<file path="config.mk">
export PLATFORM = sky130hd
export DESIGN_NAME = port_request_sequencer
export DESIGN_NICKNAME = d
export VERILOG_FILES = /design/src/rtl/port_request_sequencer.sv
export SDC_FILE = /design/constraint.sdc
export NUM_CORES = 1
export LEC_CHECK = 0
export ABC_AREA = 1
export CAP_MARGIN = 20
export CELL_PAD_IN_SITES_DETAIL_PLACEMENT = 1
export CELL_PAD_IN_SITES_GLOBAL_PLACEMENT = 2
export CORE_MARGIN = 4
export CORE_UTILIZATION = 33
export DETAILED_ROUTE_END_ITERATION = 8
export PLACE_DENSITY = 0.88
export SLEW_MARGIN = 20
export SYNTH_ARGS = -nofsm -noshare
export SYNTH_HDL_FRONTEND = slang
export SYNTH_SLANG_ARGS = --single-unit
</file>
<file path="constraint.sdc">
create_clock -name clk -period 4.2 [get_ports clk]
set_input_delay 0.84 -clock clk [delete_from_list [all_inputs] [get_ports clk]]
set_output_delay 0.84 -clock clk [all_outputs]
set_load 0.1 [all_outputs]
</file>
<file path="src/rtl/port_request_sequencer.sv">
// Captures one compacted three-lane request bundle, issues its lanes one per cycle
// to a single-ported memory, and routes in-order responses back to the requesting ports.
module port_request_sequencer #(
  parameter int WIDTH       = 8,
  parameter int RDATA_WIDTH = 8
) (
  input  logic                   clk,
  input  logic                   rst,
  input  logic [WIDTH-1:0]       lane1_in,
  input  logic [WIDTH-1:0]       lane2_in,
  input  logic [WIDTH-1:0]       lane3_in,
  input  logic [1:0]             lane1_id,
  input  logic [1:0]             lane2_id,
  input  logic [1:0]             lane3_id,
  input  logic [1:0]             lane1_req_tag,
  input  logic [1:0]             lane2_req_tag,
  input  logic [1:0]             lane3_req_tag,
  input  logic                   lane1_valid,
  input  logic                   lane2_valid,
  input  logic                   lane3_valid,
  output logic                   ready,
  output logic [WIDTH-1:0]       mem_req_data,
  output logic                   mem_req_valid,
  input  logic [RDATA_WIDTH-1:0] mem_rsp_data,
  input  logic                   mem_rsp_valid,
  output logic [RDATA_WIDTH-1:0] port1_rsp_data,
  output logic [RDATA_WIDTH-1:0] port2_rsp_data,
  output logic [RDATA_WIDTH-1:0] port3_rsp_data,
  output logic [1:0]             port1_rsp_tag,
  output logic [1:0]             port2_rsp_tag,
  output logic [1:0]             port3_rsp_tag,
  output logic                   port1_rsp_valid,
  output logic                   port2_rsp_valid,
  output logic                   port3_rsp_valid,
  output logic                   rsp_error
);

  // Handshakes: a bundle transfers on a rising edge where ready=1 and lane1 is valid
  // with a nonzero ID; mem_req_valid and port*_rsp_valid are one-cycle strobes with
  // no back-pressure; mem_rsp_valid is a one-cycle strobe, responses in issue order.

  typedef enum logic [1:0] {
    IDLE  = 2'd0,
    ISSUE = 2'd1,
    DRAIN = 2'd2
  } state_t;

  state_t state;
  state_t state_next;

  logic             lane_ok [3];
  logic [1:0]       prefix_n;
  logic             capture;

  logic [WIDTH-1:0] cap_data [3];
  logic [1:0]       cap_id   [3];
  logic [1:0]       cap_tag  [3];
  logic [1:0]       cap_count;
  logic [1:0]       issue_idx;

  logic [1:0]       q_id       [3];
  logic [1:0]       q_tag      [3];
  logic [1:0]       q_count;
  logic [1:0]       q_id_next  [3];
  logic [1:0]       q_tag_next [3];
  logic [1:0]       q_count_next;
  logic [1:0]       q_after_pop;

  logic             push;
  logic             pop;
  logic             rsp_drop;

  logic [RDATA_WIDTH-1:0] rsp_data_r  [3];
  logic [1:0]             rsp_tag_r   [3];
  logic                   rsp_valid_r [3];

  assign lane_ok[0] = lane1_valid && (lane1_id != 2'd0);
  assign lane_ok[1] = lane2_valid && (lane2_id != 2'd0);
  assign lane_ok[2] = lane3_valid && (lane3_id != 2'd0);

  // Lanes after the first invalid one are ignored even if they look valid.
  always_comb begin
    prefix_n = 2'd3;
    if (!lane_ok[0]) begin
      prefix_n = 2'd0;
    end else if (!lane_ok[1]) begin
      prefix_n = 2'd1;
    end else if (!lane_ok[2]) begin
      prefix_n = 2'd2;
    end
  end

  assign ready    = (state == IDLE) && !rst;
  assign capture  = ready && lane_ok[0];
  assign push     = (state == ISSUE);
  assign pop      = mem_rsp_valid && (q_count != 2'd0);
  assign rsp_drop = mem_rsp_valid && (q_count == 2'd0);

  assign mem_req_valid = push;
  assign mem_req_data  = push ? cap_data[issue_idx] : '0;

  always_ff @(posedge clk) begin
    if (rst) begin
      state <= IDLE;
    end else begin
      state <= state_next;
    end
  end

  always_comb begin
    state_next = state;
    case (state)
      IDLE: begin
        if (capture) begin
          state_next = ISSUE;
        end
      end
      ISSUE: begin
        if (issue_idx == cap_count - 2'd1) begin
          state_next = DRAIN;
        end
      end
      DRAIN: begin
        if (q_count == 2'd0 || (pop && q_count == 2'd1)) begin
          state_next = IDLE;
        end
      end
      default: state_next = IDLE;
    endcase
  end

  always_ff @(posedge clk) begin
    if (rst) begin
      for (int i = 0; i < 3; i++) begin
        cap_data[i] <= '0;
        cap_id[i]   <= '0;
        cap_tag[i]  <= '0;
      end
      cap_count <= '0;
      issue_idx <= '0;
    end else begin
      if (capture) begin
        cap_data[0] <= lane1_in;
        cap_data[1] <= lane2_in;
        cap_data[2] <= lane3_in;
        cap_id[0]   <= lane1_id;
        cap_id[1]   <= lane2_id;
        cap_id[2]   <= lane3_id;
        cap_tag[0]  <= lane1_req_tag;
        cap_tag[1]  <= lane2_req_tag;
        cap_tag[2]  <= lane3_req_tag;
        cap_count   <= prefix_n;
        issue_idx   <= '0;
      end else if (push) begin
        issue_idx <= issue_idx + 2'd1;
      end
    end
  end

  // Tracking queue: head at index 0; a pop shifts down before a same-cycle push lands.
  always_comb begin
    for (int i = 0; i < 3; i++) begin
      q_id_next[i]  = q_id[i];
      q_tag_next[i] = q_tag[i];
    end
    if (pop) begin
      q_id_next[0]  = q_id[1];
      q_tag_next[0] = q_tag[1];
      q_id_next[1]  = q_id[2];
      q_tag_next[1] = q_tag[2];
      q_id_next[2]  = '0;
      q_tag_next[2] = '0;
    end
    q_after_pop = q_count - 2'(pop);
    for (int i = 0; i < 3; i++) begin
      if (push && q_after_pop == 2'(i)) begin
        q_id_next[i]  = cap_id[issue_idx];
        q_tag_next[i] = cap_tag[issue_idx];
      end
    end
    q_count_next = q_after_pop + 2'(push);
  end

  always_ff @(posedge clk) begin
    if (rst) begin
      for (int i = 0; i < 3; i++) begin
        q_id[i]  <= '0;
        q_tag[i] <= '0;
      end
      q_count <= '0;
    end else begin
      for (int i = 0; i < 3; i++) begin
        q_id[i]  <= q_id_next[i];
        q_tag[i] <= q_tag_next[i];
      end
      q_count <= q_count_next;
    end
  end

  // Response data and tag hold between pulses; only the addressed port updates.
  always_ff @(posedge clk) begin
    if (rst) begin
      for (int i = 0; i < 3; i++) begin
        rsp_data_r[i]  <= '0;
        rsp_tag_r[i]   <= '0;
        rsp_valid_r[i] <= 1'b0;
      end
      rsp_error <= 1'b0;
    end else begin
      for (int i = 0; i < 3; i++) begin
        rsp_valid_r[i] <= pop && (q_id[0] == 2'(i + 1));
        if (pop && (q_id[0] == 2'(i + 1))) begin
          rsp_data_r[i] <= mem_rsp_data;
          rsp_tag_r[i]  <= q_tag[0];
        end
      end
      if (rsp_drop) begin
        rsp_error <= 1'b1;
      end
    end
  end

  assign port1_rsp_data  = rsp_data_r[0];
  assign port2_rsp_data  = rsp_data_r[1];
  assign port3_rsp_data  = rsp_data_r[2];
  assign port1_rsp_tag   = rsp_tag_r[0];
  assign port2_rsp_tag   = rsp_tag_r[1];
  assign port3_rsp_tag   = rsp_tag_r[2];
  assign port1_rsp_valid = rsp_valid_r[0];
  assign port2_rsp_valid = rsp_valid_r[1];
  assign port3_rsp_valid = rsp_valid_r[2];

endmodule

</file>
==> impl_metrics.yaml, run 1 <==
setup_path:
  critPathRequiredTime_ns: 3.36
  worst_setup_path_end_kind: "output pin"
  critPathKind: "in2out"
  arrival_ns: 2.07
  crit_path_start_kind: "input port"
  cp_max_fo: 11
  r2r_setup_slack_ns: 2.30
flow_run:
  drv_cap: 0
routing:
  via_count: 2933
  drt_pre_antenna_iters: 4
  antenna_left: 0
  drt_iter0_drc: 124
  wire_per_inst_um: 14.04
  wl_um: 9112
  routed_via_density: 4.519
  drc_errors: 0
grt:
  grtUsageTotal: 0.1369
  grt-ovfl-total: 0
  antenna_found_initial: 0
  grt_pass1_vias: 3094
  grt_max_degree: 41
  grt_first_pass_wirelength_um: 15410
layout:
  final_cell_mix: "clkdlybuf4s50_1, inv_1, nand2_1"
  area_growth_syn_to_layout_pct: 32.67
  layout-drive-gt1-share: 0.1126
  finalNonFillerCells: 649
  nNetsFinal: 552
  antenna_cells: 0
  final_common_cell: "clkdlybuf4s50_1"
  fillers: 1349
worst_hold_path:
  hold_class: "reg2reg"
clock_tree:
  worstSkewPairLatency_ns: 0.33
  ctsRootBufferMaster: "clkbuf_16"
  cts_inserted_buffers: 9
  cts_setup_buffers: 0
  ctsResizeCount: 0
  htree_levels: 3
  postCtsHoldBufs: 0
  clkSinkCount: 92
  cts_tree: "done"
  clockBufferDepth: 2
  path_clk_slew_ns: 0.06
place:
  dp_cells: 633
  globalplace.congestion: 0.7141
  hpwl_um: 6926
  portBuffers: 93
synthesis:
  syn_area_sq_um: 4003
  synth.mux.area_fraction: 0
  synth_warnings: 0
  synth.area.top_cells: "edfxtp_1, dfxtp_1, inv_1, nand2_1, nor2_1"
  synth.distinct_cells: 27
  synthesis.instances: 405
  synth_nets: 456
  synth_simple_gate_area_share: 0.2244
  synth_compound_area_frac: 0.04751
  synth_xor_area_frac: 0.002188
  yosys.area.top_type: "edfxtp_1"
  yosys_register_bits: 92
  yosys.area_share.adder: 0.003126
  netlist.area_leader.share: 0.4952
  yosysSeqAreaShare: 0.6252
  synth_top_family_by_area: "simple AND/OR/NAND/NOR gates"
  avgSynthCellArea_sq_um: 9.883
sta:
  setup_violations: 0
  clock_skew_ns: 0.003494
  fin_hold_ws_ns: 0.4850
  rsz0062_at_grt: "false"
  period_share: 0.6925
  tightest_slew_ns: 0.9961
  fmax_mhz: 343.8
  drv_slew: 0
  setup-tns-final_ns: 0
  min_period_ns: 2.909
  hold_viol_final: 0
  max_slew_margin: 0.3338
power:
  clock_power_share: 0.330
  powerDensity_nw_per_um2: 449.1
  ir_worst_vdd_mv: 0.1819
  p_sw_frac: 0.3025
  p_leak_nw: 2.278
  p_int_mw: 1.663
  p_seq_frac: 0.457
  power.switching_mw: 0.7213
  combinationalPowerShare: 0.214
status:
  outcome: "finished clean"
floorplan:
  die_x_um: 118.1
  fp.dieArea_sq_um: 13950
  core_sq_um: 11660
  dieHeight_um: 118.1
  ioPinCount: 94
  rows: 39
  start_util: 0.3432
-- layout make-up --
class,count,area (sq um),area share
tap,143,178.9,0.03369
clock inverter,4,50.05,0.009425
multi-input combinational,223,1110,0.2090
inverter,77,289.0,0.05443
timing repair buffer,98,943.4,0.1777
clock buffer,12,236.5,0.04453
sequential,92,2502,0.4713
-- final timing paths --
path                                start                            to  cells after the start
setup / recovery                      rst                         ready                      3
hold / removal    q_id[0][0]$_SDFFE_PP0P_  rsp_valid_r[0][1]$_SDFF_PP0_                      1
setup reg to reg    q_count[1]$_SDFF_PP0_       q_id[0][3]$_SDFFE_PP0P_                     10
hold reg to reg   q_id[0][0]$_SDFFE_PP0P_  rsp_valid_r[0][1]$_SDFF_PP0_                      1
-- cell families after synthesis --
group | Yosys count
AO/OA/AOI/OAI | 31
buffers and inverters | 90
AND/OR/NAND/NOR | 190
adder cells (fa/ha/maj) | 1
XOR/XNOR | 1
flip-flops | 92
-- through the flow --
step / power [mW] / worst slack, ns / util / cell area [sq um]
after floorplan: 1.481 / 1.152 / - / 4003
after global placement: 1.606 / 1.301 / 0.4307 / 5024
after detailed placement: 1.626 / 1.254 / 0.4307 / 5024
after CTS: 2.411 / 1.253 / 0.4553 / 5310
after global routing: 2.503 / 1.204 / 0.4553 / 5310
final: 2.385 / 1.291 / 0.4553 / 5310
-- worst max-delay path: stages --
cell and delay [ns]:
clkdlybuf4s50_1 0.63, nor3_4 0.26, buf_4 0.33
-- state kept, by name, summed over array words and instances, names as in the netlist, named ones only --
signal and flops:
cap_tag 6, q_id 6, issue_idx 2, rsp_valid_r 3
cap_data 24, q_tag 6, cap_id 6, rsp_error 1
rsp_data_r 24, q_count 2, state 2, rsp_tag_r 6
cap_count 2
-- layer usage --
| metal | part of all wire | track usage |
|---|---|---|
| met1 | 0.44 | 0.1663 |
| met2 | 0.49 | 0.2308 |
| met3 | 0.048 | 0.03200 |
| met4 | 0.023 | 0.06374 |
| met5 | 0 | 0 |
-- power by group through the flow --
stage               clock [mW]  sequential (mW)  combinational [mW]
finish                   0.786             1.09               0.509
global route             0.849             1.10               0.557
CTS                      0.803             1.09               0.517
detailed placement           0             1.11               0.515
global placement             0             1.11               0.501
floorplan                    0             1.23               0.251
-- synthesized netlist by cell type --
library cell  count
nand2_2           3
buf_6             5
o21a_1            1
inv_1            76
a21oi_1          10
buf_2             6
nor2_1           57
nand3_1          28
o211ai_2          1
nor2b_1           1
o21ai_2           1
dfxtp_1          26
nand2_1          72
xor2_1            1
buf_4             2
o21ai_0           9
o211ai_1          8
nand4_1           2
nor2_4           11
nor2_2           12
edfxtp_1         66
nor3_4            1
nor3b_1           2
o22ai_1           1
or2_2             1
clkinv_1          1
ha_1              1
No activity file was read; power rests on OpenSTA's default activity.
==> run 2: changes to the inputs <==
- CORE_UTILIZATION: 33 -> 30
- PLACE_DENSITY: 0.88 -> 0.81
- clock period: 4.2 -> 2.9 ns (I/O delays scaled with it)
==> impl_metrics.yaml, run 2 (synthesized netlist as in run 1, its figures left out) <==
status:
  outcome: "finished clean"
sta:
  period_share: 0.8706
  min_period_ns: 2.525
  hold_viol_final: 0
  setup_violations: 0
  clock_skew_ns: 0.007232
  max_slew_margin: 0.5361
  fmax_mhz: 396.1
  setup-tns-final_ns: 0
  tightest_slew_ns: 0.6957
  rsz0062_at_grt: "false"
  drv_slew: 0
setup_path:
  r2r-start: "q_count[1]$_SDFF_PP0_"
  cp_max_fo: 12
  slowest_delay_ns: 0.54
  worst_setup_path_end_kind: "output pin"
  critPathRequiredTime_ns: 2.32
  r2r_setup_slack_ns: 1.00
  worst_setup_path_endpoint: "mem_req_data[2]"
  path_cells: "inv_1, nor2_2, o211ai_1, inv_1, buf_12"
  crit_start: "state[0]$_SDFFE_PP0P_"
  arrival_ns: 1.94
  path_common_cell: "inv_1"
  crit_path_start_kind: "register"
  slowest_stage: "nor2_2"
  r2r-end: "q_tag[0][3]$_SDFFE_PP0P_"
  critPathKind: "reg2out"
  reg2regPathDepth: 10
power:
  p_sw_frac: 0.3145
  combinationalPowerShare: 0.218
  powerDensity_nw_per_um2: 638.8
  p_int_mw: 2.369
  power.switching_mw: 1.087
  p_seq_frac: 0.455
  ir_worst_vdd_mv: 0.2679
  p_leak_nw: 2.378
  clock_power_share: 0.327
clock_tree:
  clkSinkCount: 92
  ctsRootBufferMaster: "clkbuf_16"
  postCtsHoldBufs: 0
  cts_setup_buffers: 0
  worstSkewPairLatency_ns: 0.34
  clockBufferDepth: 2
  ctsResizeCount: 0
  path_clk_slew_ns: 0.07
  cts_inserted_buffers: 9
  cts_tree: "done"
  htree_levels: 3
grt:
  grtUsageTotal: 0.1268
  grt-ovfl-total: 0
  grt_first_pass_wirelength_um: 14820
  grt_max_degree: 41
  antenna_found_initial: 0
  grt_pass1_vias: 3047
place:
  placed_area_sq_um: 5117
  dp_cells: 666
  portBuffers: 93
  hpwl_um: 6848
  globalplace.congestion: 0.7181
flow_run:
  drv_cap: 0
layout:
  nNetsFinal: 556
  area_growth_syn_to_layout_pct: 35.17
  antenna_cells: 0
  fillers: 1457
  final_cell_mix: "inv_1, nand2_1, edfxtp_1"
  top_regs: "cap_data x24, rsp_data_r x24"
  layout-drive-gt1-share: 0.1941
  final_common_cell: "inv_1"
  fin_util: 0.4219
  final_area_sq_um: 5410
  finalNonFillerCells: 682
floorplan:
  rows: 41
  die_x_um: 123.5
  start_util: 0.3121
  ioPinCount: 94
  core_sq_um: 12820
  dieHeight_um: 123.5
  fp.dieArea_sq_um: 15250
worst_hold_path:
  hold_class: "reg2reg"
  whs_path_depth: 1
routing:
  drt_iter0_drc: 83
  drt_pre_antenna_iters: 4
  routed_via_density: 4.271
  drc_errors: 0
  wl_um: 8997
  via_count: 2913
  wire_per_inst_um: 13.19
  antenna_left: 0
## run 2: cell types whose count changed in the layout (fill, tap and decap cells not counted), sizes merged
cell           before  now
bufinv              1    0
clkdlybuf4s50      83   49
buf                15   53
inv                76   79
clkbuf             12   10
## run 2: critical path: cells and delay by family (launching register included)
| family | cells | cell delay [ns] |
|---|---|---|
| buf+inv | 3 | 0.42 |
| flops | 1 | 0.41 |
| compound gates | 1 | 0.23 |
| simple gates | 1 | 0.54 |
## run 2: worst min path at each step
stage,startpoint,to,slack [ns]
detailed placement,q_id[0][0]$_SDFFE_PP0P_,rsp_valid_r[0][1]$_SDFF_PP0_,0.46
finish,q_id[0][0]$_SDFFE_PP0P_,rsp_valid_r[0][1]$_SDFF_PP0_,0.48
global placement,rsp_error$_SDFFE_PP0P_,rsp_error$_SDFFE_PP0P_,0.46
CTS,q_id[0][0]$_SDFFE_PP0P_,rsp_valid_r[0][1]$_SDFF_PP0_,0.48
global route,q_id[0][0]$_SDFFE_PP0P_,rsp_valid_r[0][1]$_SDFF_PP0_,0.49
floorplan,q_id[0][0]$_SDFFE_PP0P_,rsp_valid_r[0][1]$_SDFF_PP0_,0.43
## run 2: power groups by stage
stage / Combinational, mW / Sequential [mW] / Clock [mW]
after floorplan: 0.364 / 1.78 / 0
after global placement: 0.747 / 1.60 / 0
after detailed placement: 0.761 / 1.60 / 0
after CTS: 0.764 / 1.57 / 1.16
after global routing: 0.831 / 1.59 / 1.21
final: 0.752 / 1.57 / 1.13
## run 2: stage by stage
stage | total power, mW | hold slack, ns | worst slack, ns
floorplan | 2.144 | 0.4324 | 0.1123
global placement | 2.345 | 0.4620 | 0.4896
detailed placement | 2.364 | 0.4622 | 0.3632
CTS | 3.498 | 0.4776 | 0.3116
global route | 3.629 | 0.4873 | 0.2161
finish | 3.456 | 0.4763 | 0.3754
## run 2: metal layers
metal / wire length (um) / track usage / part of all wire
met5: 0 / 0 / 0
met4: 160 / 0.05398 / 0.018
met3: 403 / 0.02425 / 0.045
met2: 4570 / 0.2270 / 0.51
met1: 3863 / 0.1474 / 0.43
## run 2: area by class of cell
type	count	area, sq um	area share
Multi-Input combinational cell	223	1110	0.2051
Clock buffer	10	239.0	0.04417
Sequential cell	92	2502	0.4625
Clock inverter	6	53.80	0.009944
Tap cell	172	215.2	0.03978
Timing Repair Buffer	102	1001	0.1850
Inverter	77	289.0	0.05342
